$ cat src/rtl/imem_loader.sv
// Boot-time instruction-memory loader: turns a checksummed, length-prefixed byte stream
// into big-endian 32-bit instruction-memory writes and holds the CPU in reset until the image verifies.
module imem_loader #(
  parameter int ADDR_WIDTH = 8
) (
  input  logic                  clk,
  input  logic                  rst,
  input  logic [7:0]            in_data,
  input  logic                  in_valid,
  output logic                  in_ready,
  output logic                  imem_we,
  output logic [ADDR_WIDTH-1:0] imem_addr,
  output logic [31:0]           imem_wdata,
  output logic                  cpu_rst,
  output logic                  done,
  output logic                  err
);

  typedef enum logic [2:0] {
    S_HDR0,
    S_HDR1,
    S_DATA,
    S_CSUM,
    S_DONE,
    S_ERROR
  } state_t;

  localparam logic [16:0] MAX_WORDS = 17'd1 << ADDR_WIDTH;

  state_t                r_state;
  state_t                w_state_next;
  logic [15:0]           r_cnt;
  logic [7:0]            r_xor;
  logic [1:0]            r_byte_cnt;
  logic [23:0]           r_shift;
  logic [16:0]           r_word_cnt;
  logic [ADDR_WIDTH-1:0] r_wr_ptr;
  logic [ADDR_WIDTH-1:0] r_addr;
  logic [31:0]           r_wdata;
  logic                  r_we;
  logic                  r_done;
  logic                  r_err;
  logic                  r_cpu_rst;

  logic                  w_active;
  logic                  w_accept;
  logic [15:0]           w_count;
  logic                  w_last_word;

  assign w_active    = (r_state == S_HDR0) || (r_state == S_HDR1) ||
                       (r_state == S_DATA) || (r_state == S_CSUM);
  assign in_ready    = w_active && !rst;
  assign w_accept    = in_valid && in_ready;
  // Full count as it will be once the low header byte lands this cycle.
  assign w_count     = {r_cnt[15:8], in_data};
  assign w_last_word = ((r_word_cnt + 17'd1) == {1'b0, r_cnt});

  always_ff @(posedge clk) begin
    if (rst) begin
      r_state <= S_HDR0;
    end else begin
      r_state <= w_state_next;
    end
  end

  always_comb begin
    w_state_next = r_state;
    if (w_accept) begin
      case (r_state)
        S_HDR0: w_state_next = S_HDR1;
        S_HDR1: begin
          if ({1'b0, w_count} > MAX_WORDS) begin
            w_state_next = S_ERROR;
          end else if (w_count == 16'd0) begin
            w_state_next = S_CSUM;
          end else begin
            w_state_next = S_DATA;
          end
        end
        S_DATA: begin
          if (r_byte_cnt == 2'd3 && w_last_word) begin
            w_state_next = S_CSUM;
          end
        end
        S_CSUM: w_state_next = (in_data == r_xor) ? S_DONE : S_ERROR;
        default: w_state_next = r_state;
      endcase
    end
  end

  always_ff @(posedge clk) begin
    if (rst) begin
      r_cnt      <= '0;
      r_xor      <= '0;
      r_byte_cnt <= '0;
      r_shift    <= '0;
      r_word_cnt <= '0;
      r_wr_ptr   <= '0;
      r_addr     <= '0;
      r_wdata    <= '0;
      r_we       <= 1'b0;
      r_done     <= 1'b0;
      r_err      <= 1'b0;
      r_cpu_rst  <= 1'b1;
    end else begin
      r_we <= 1'b0;
      if (w_accept) begin
        if (r_state != S_CSUM) begin
          r_xor <= r_xor ^ in_data;
        end
        case (r_state)
          S_HDR0: r_cnt[15:8] <= in_data;
          S_HDR1: r_cnt[7:0]  <= in_data;
          S_DATA: begin
            r_byte_cnt <= r_byte_cnt + 2'd1;
            r_shift    <= {r_shift[15:0], in_data};
            if (r_byte_cnt == 2'd3) begin
              r_we       <= 1'b1;
              r_wdata    <= {r_shift, in_data};
              r_addr     <= r_wr_ptr;
              r_wr_ptr   <= r_wr_ptr + 1'b1;
              r_word_cnt <= r_word_cnt + 17'd1;
            end
          end
          default: ;
        endcase
        if (w_state_next == S_DONE) begin
          r_done    <= 1'b1;
          r_cpu_rst <= 1'b0;
        end
        if (w_state_next == S_ERROR) begin
          r_err <= 1'b1;
        end
      end
    end
  end

  assign imem_we    = r_we;
  assign imem_addr  = r_addr;
  assign imem_wdata = r_wdata;
  assign cpu_rst    = r_cpu_rst;
  assign done       = r_done;
  assign err        = r_err;

endmodule

$ cat config.mk
export PLATFORM = sky130hd
export DESIGN_NAME = imem_loader
export DESIGN_NICKNAME = d
export VERILOG_FILES = /design/src/rtl/imem_loader.sv
export SDC_FILE = /design/constraint.sdc
export NUM_CORES = 1
export LEC_CHECK = 0
export ABC_CLOCK_PERIOD_IN_PS = 7500
export CAP_MARGIN = 25
export CORE_MARGIN = 5
export CORE_UTILIZATION = 28
export CTS_CLUSTER_SIZE = 10
export DETAILED_ROUTE_END_ITERATION = 7
export GPL_TIMING_DRIVEN = 0
export SYNTH_ARGS = -nofsm -noshare
export SYNTH_HDL_FRONTEND = slang
export SYNTH_SLANG_ARGS = --single-unit
$ cat constraint.sdc
create_clock -name clk -period 7.5 [get_ports clk]
set_clock_uncertainty 0.2 [all_clocks]
set_input_delay 1.5 -clock clk [delete_from_list [all_inputs] [get_ports clk]]
set_output_delay 1.5 -clock clk [all_outputs]
set_load 0.05 [all_outputs]
Yosys cells after proc, flatten, opt, wreduce, memory -nomap -nowiden --
Cells that the tools add are included.
Word-level totals: bits in registers 122, input bits 11, output and inout port bits 45
Cells by class: bitwise gates (word level) 3, add/sub/neg operators 3, reduce and logical (&&, ||, !) cells 17, $lt $le $gt $ge 1, eq/ne operators 9, muxes and demuxes 7
Operators by type and width (number):
- adder 17 x 1 -> 17 bit (second input constant) | 1
- == test 17 x 16 -> 1 bit | 1
- greater-than comparator 16 x 9 -> 1 bit (second input constant) | 1
- zero test 16 bit | 1
- case mux 3 bit (4 select lines) | 1
- AND reduction 2 bit | 6
- 2-to-1 mux 3 bit | 3
- adder 8 x 1 -> 8 bit (second input constant) | 1
- == test 8 bit | 1
- XOR 8 bit | 1
- == test 3 x 2 -> 1 bit (second input constant) | 2
- == test 3 bit (second input constant) | 2
- == test 3 x 1 -> 1 bit (second input constant) | 1
- logical AND 1 bit | 3
- zero test 3 bit | 1
- logical OR 1 bit | 3
- 2-to-1 mux 1 bit | 3
- inequality test 3 x 2 -> 1 bit (second input constant) | 1
- AND reduction 3 bit | 1
- OR reduction 3 bit | 1
- adder 2 x 1 -> 2 bit (second input constant) | 1
- == test 2 bit (second input constant) | 1
- inverter 1 bit | 2
- zero test 1 bit | 1

Depth between registers and ports, before layout --
word-level depth 9, depth in mapped cells 9, depth with buffers taken out 8

Least setup slack after synthesis --
OpenSTA, ideal clock, no wires.
kind input-to-output, from input rst, to output in_ready, stages 4, arrival 2.642 ns, path slack 3.158 ns, cells stage by stage buf_4 buf_4 clkbuf_1 nor2_1
Between the ends: word-level cells in the longest chain between the ends 2
RTL lines:
- start, declared | RTL line 7 | input logic rst,
- zero test 1 bit | RTL line 52 | assign in_ready = w_active && !rst;
- logical AND 1 bit | RTL line 52
- end, declared | RTL line 10 | output logic in_ready,
No other way between the ends.

Worst setup path in the final report --
Ends and elaborated chain as after synthesis.

==> results.cfg <==
[logic_synthesis]
ys_ff_latch = 122
synth_top_family_by_area = simple AND/OR/NAND/NOR gates
ys_types = 46
synth_fa_ha_area_share_pct = 0.7273
synth_top_flop_cell = dfxtp_1
synth_xor_xnor_area_share_pct = 9.164
synth-simple-area-share_pct = 23.81
synth_compound_area_share_pct = 10.42
synth_area_per_cell_um2 = 8.232
synthArstFlopShare_pct = 0
syn-cell-area_um2 = 5161
syn_nets = 641
ys_seq_area_share_pct = 47.32
yosys_warnings = 0
synthMuxAreaShare_pct = 4.097
synth_edf_count = 0
synth_cells = 627

[critical_path]
slowest_delay_ns = 0.85
path_max_fanout = 10
path_buf_inv = 4
path_common_cell = buf_4
ff2ff_setup_slack_ns = 4.28
critPathKind = input pin to output port
cp.arrival_ns = 3.13
crit_family = buffers and inverters
cp-start-kind = input pin
path_cells = buf_4, buf_4, clkbuf_1, nor2_1, clkdlybuf4s50_1
critPathCaptureType = output port
worstPathRequired_ns = 5.80
cp_slowest_cell = clkdlybuf4s50_1

[final_layout]
drive_above_1_share_pct = 8.085
diodes = 0
area_growth_pct = 25.82
final_nets = 706

[timing]
max_slew_margin_pct = 38.75
setup_viol = 0
timing.setup.tns_ns = 0
worst_pin_slew_ns = 0.9154
worst_slack_ns = 2.672
period_share_pct = 64.37
fmax_ghz = 0.2071
slew_violations = 0
rsz0062_at_grt = no
final_hold_viol_count = 0
min_period_ns = 4.828
timing.hold.ws_ns = 0.2521

[grt]
grt_pass1_wl_um = 21690
grt_pass1_vias = 4105
grt_overflow = 0
antenna_found_initial = 0
grt_max_degree = 17
track_usage_pct = 12.66

[placed_design]
gpl.final_weighted_congestion = 0.8389
numPortBuffers = 46
place_ws_ns = 2.686
hpwlAfterDp_um = 9239

[route]
ant_nets = 0
vias_per_cell = 4.670
dr.pass1.iters = 4
drt_wl_total_um = 13110
drt-initial-drc-count = 221
drcViolationCount = 0
vias = 4362
wire_per_inst_um = 14.04

[clocking]
cts-resized-gates = 0
clk_pin_slew_ns = 0.06
clockRootBuffer = clkbuf_16
cts_hold_buffers = 0
cts_tree = done
cts_max_level = 4
clock-sinks = 122
cts_max_path_buffers = 2
clkLatencyLatePin_ns = 0.41
cts_buffers = 17
cts_setup_buffers = 0

[job]
drv_cap = 0

[floorplan]
ios = 56
die_h_um = 145.8
die_x_um = 145.8
dieArea_um2 = 21250
coreArea_um2 = 18090
row_count = 49
start_util_pct = 28.54

[power_and_ir_drop]
peakVddDrop_mv = 0.1941
leakagePower_nw = 2.209
power.density_nw_per_um2 = 237.5

[status]
outcome = finished clean

[hold_path]
hold_class = flip-flop to flip-flop
[worst reg2reg max path: stages, from the launching register on]
cell       delay [ns]
dfxtp_1          0.44
ha_1             0.31
xor2_1           0.18
nor4b_1          0.36
nand4_1          0.17
a2111oi_0        0.46
o2111ai_1        0.19
or4_1            0.56
a311oi_1         0.27
[cell families (layout without fill, tap and decap cells)]
kind of cell,count (synthesis),in the layout
simple gates,278,278
flops,122,122
mux,21,21
compound gates,100,100
buf+inv,49,127
fa+ha+maj,3,3
xor+xnor,54,54
[final timing paths]
path,start,to,depth (start not counted)
min reg2reg,imem_addr[1],imem_addr[1],2
max reg2reg,r_word_cnt[0],r_state[0],8
min,imem_addr[1],imem_addr[1],2
max,rst,in_ready,5
[state kept, by name, indices dropped and copies added, names as in the netlist]
signal / count
imem_wdata: 32
r_word_cnt: 17
r_state: 3
cpu_rst: 1
r_wr_ptr: 8
r_xor: 8
r_byte_cnt: 2
imem_addr: 8
imem_we: 1
r_shift: 24
r_cnt: 16
err: 1
done: 1
[metrics by stage]
stage | util, % | cells | instance area, um2 | total power [W]
2_1_floorplan | - | 627 | 5161 | 0.0007411
3_3_place_gp | 32.67 | 902 | 5908 | 0.0007648
3_5_place_dp | 32.67 | 902 | 5908 | 0.0007652
4_1_cts | 35.90 | 934 | 6494 | 0.001554
5_1_grt | 35.90 | 934 | 6494 | 0.001594
6_report | 35.90 | 934 | 6494 | 0.001542
[layout make-up]
type | count | area [um2]
Fill cell | 1846 | 11590
Multi-Input combinational cell | 456 | 2489
Sequential cell | 122 | 2442
Clock buffer | 20 | 466.7
Timing Repair Buffer | 46 | 460.4
Tap cell | 229 | 286.5
Buffer | 43 | 207.7
Clock inverter | 12 | 118.9
Inverter | 6 | 22.52
[power by group]
group	internal, W	leakage (nW)	switching [W]
sequential	0.000658	0.985	0.00000963
combinational	0.0000297	0.958	0.0000539
clock	0.000484	0.267	0.000307
[metal layers]
layer	wire length (um)	share of wire, %	up-vias	track usage, %
met5	0	0	-	0
met4	248	1.9	0	5.793
met3	649	5.0	17	2.709
met2	5660	43	102	18.54
met1	6553	50	2031	17.79
li1	-	-	2212	-
[cells in the final DEF, fill, tap and decap left out, drive strengths merged, types with 2 or more instances in the layout]
| cell | Yosys | layout |
|---|---|---|
| inv | 6 | 6 |
| or3 | 8 | 8 |
| nand4 | 8 | 8 |
| nor3b | 4 | 4 |
| nand2 | 159 | 159 |
| xor2 | 36 | 36 |
| or2 | 5 | 5 |
| nor4b | 2 | 2 |
| nor2 | 59 | 59 |
| clkdlybuf4s50 | 0 | 46 |
| a31oi | 2 | 2 |
| clkinv | 0 | 5 |
| clkinvlp | 0 | 6 |
| nand3 | 8 | 8 |
| dfxtp | 122 | 122 |
| o2111ai | 2 | 2 |
| nor2b | 3 | 3 |
| o21ai | 12 | 12 |
| clkbuf | 31 | 51 |
| buf | 12 | 12 |
| nor4 | 7 | 7 |
| ha | 3 | 3 |
| mux2i | 20 | 20 |
| xnor2 | 18 | 18 |
| nor3 | 11 | 11 |
| a21oi | 77 | 77 |
[synthesized netlist by cell type, types with 3 or more instances]
| master | instances | area (um2) |
|---|---|---|
| a21oi_1 | 77 | 385.4 |
| buf_2 | 6 | 30.03 |
| buf_4 | 4 | 30.03 |
| clkbuf_1 | 31 | 116.4 |
| dfxtp_1 | 122 | 2442 |
| ha_1 | 3 | 37.54 |
| inv_1 | 5 | 18.77 |
| mux2i_1 | 20 | 200.2 |
| nand2_1 | 159 | 596.8 |
| nand3_1 | 6 | 30.03 |
| nand4_1 | 8 | 50.05 |
| nor2_1 | 59 | 221.5 |
| nor2b_1 | 3 | 18.77 |
| nor3_1 | 9 | 45.04 |
| nor3b_1 | 3 | 22.52 |
| nor4_1 | 7 | 43.79 |
| o21ai_0 | 11 | 55.05 |
| or2_0 | 3 | 18.77 |
| or3_1 | 7 | 43.79 |
| xnor2_1 | 18 | 157.7 |
| xor2_1 | 36 | 315.3 |
(Power assumes the default switching activity.)
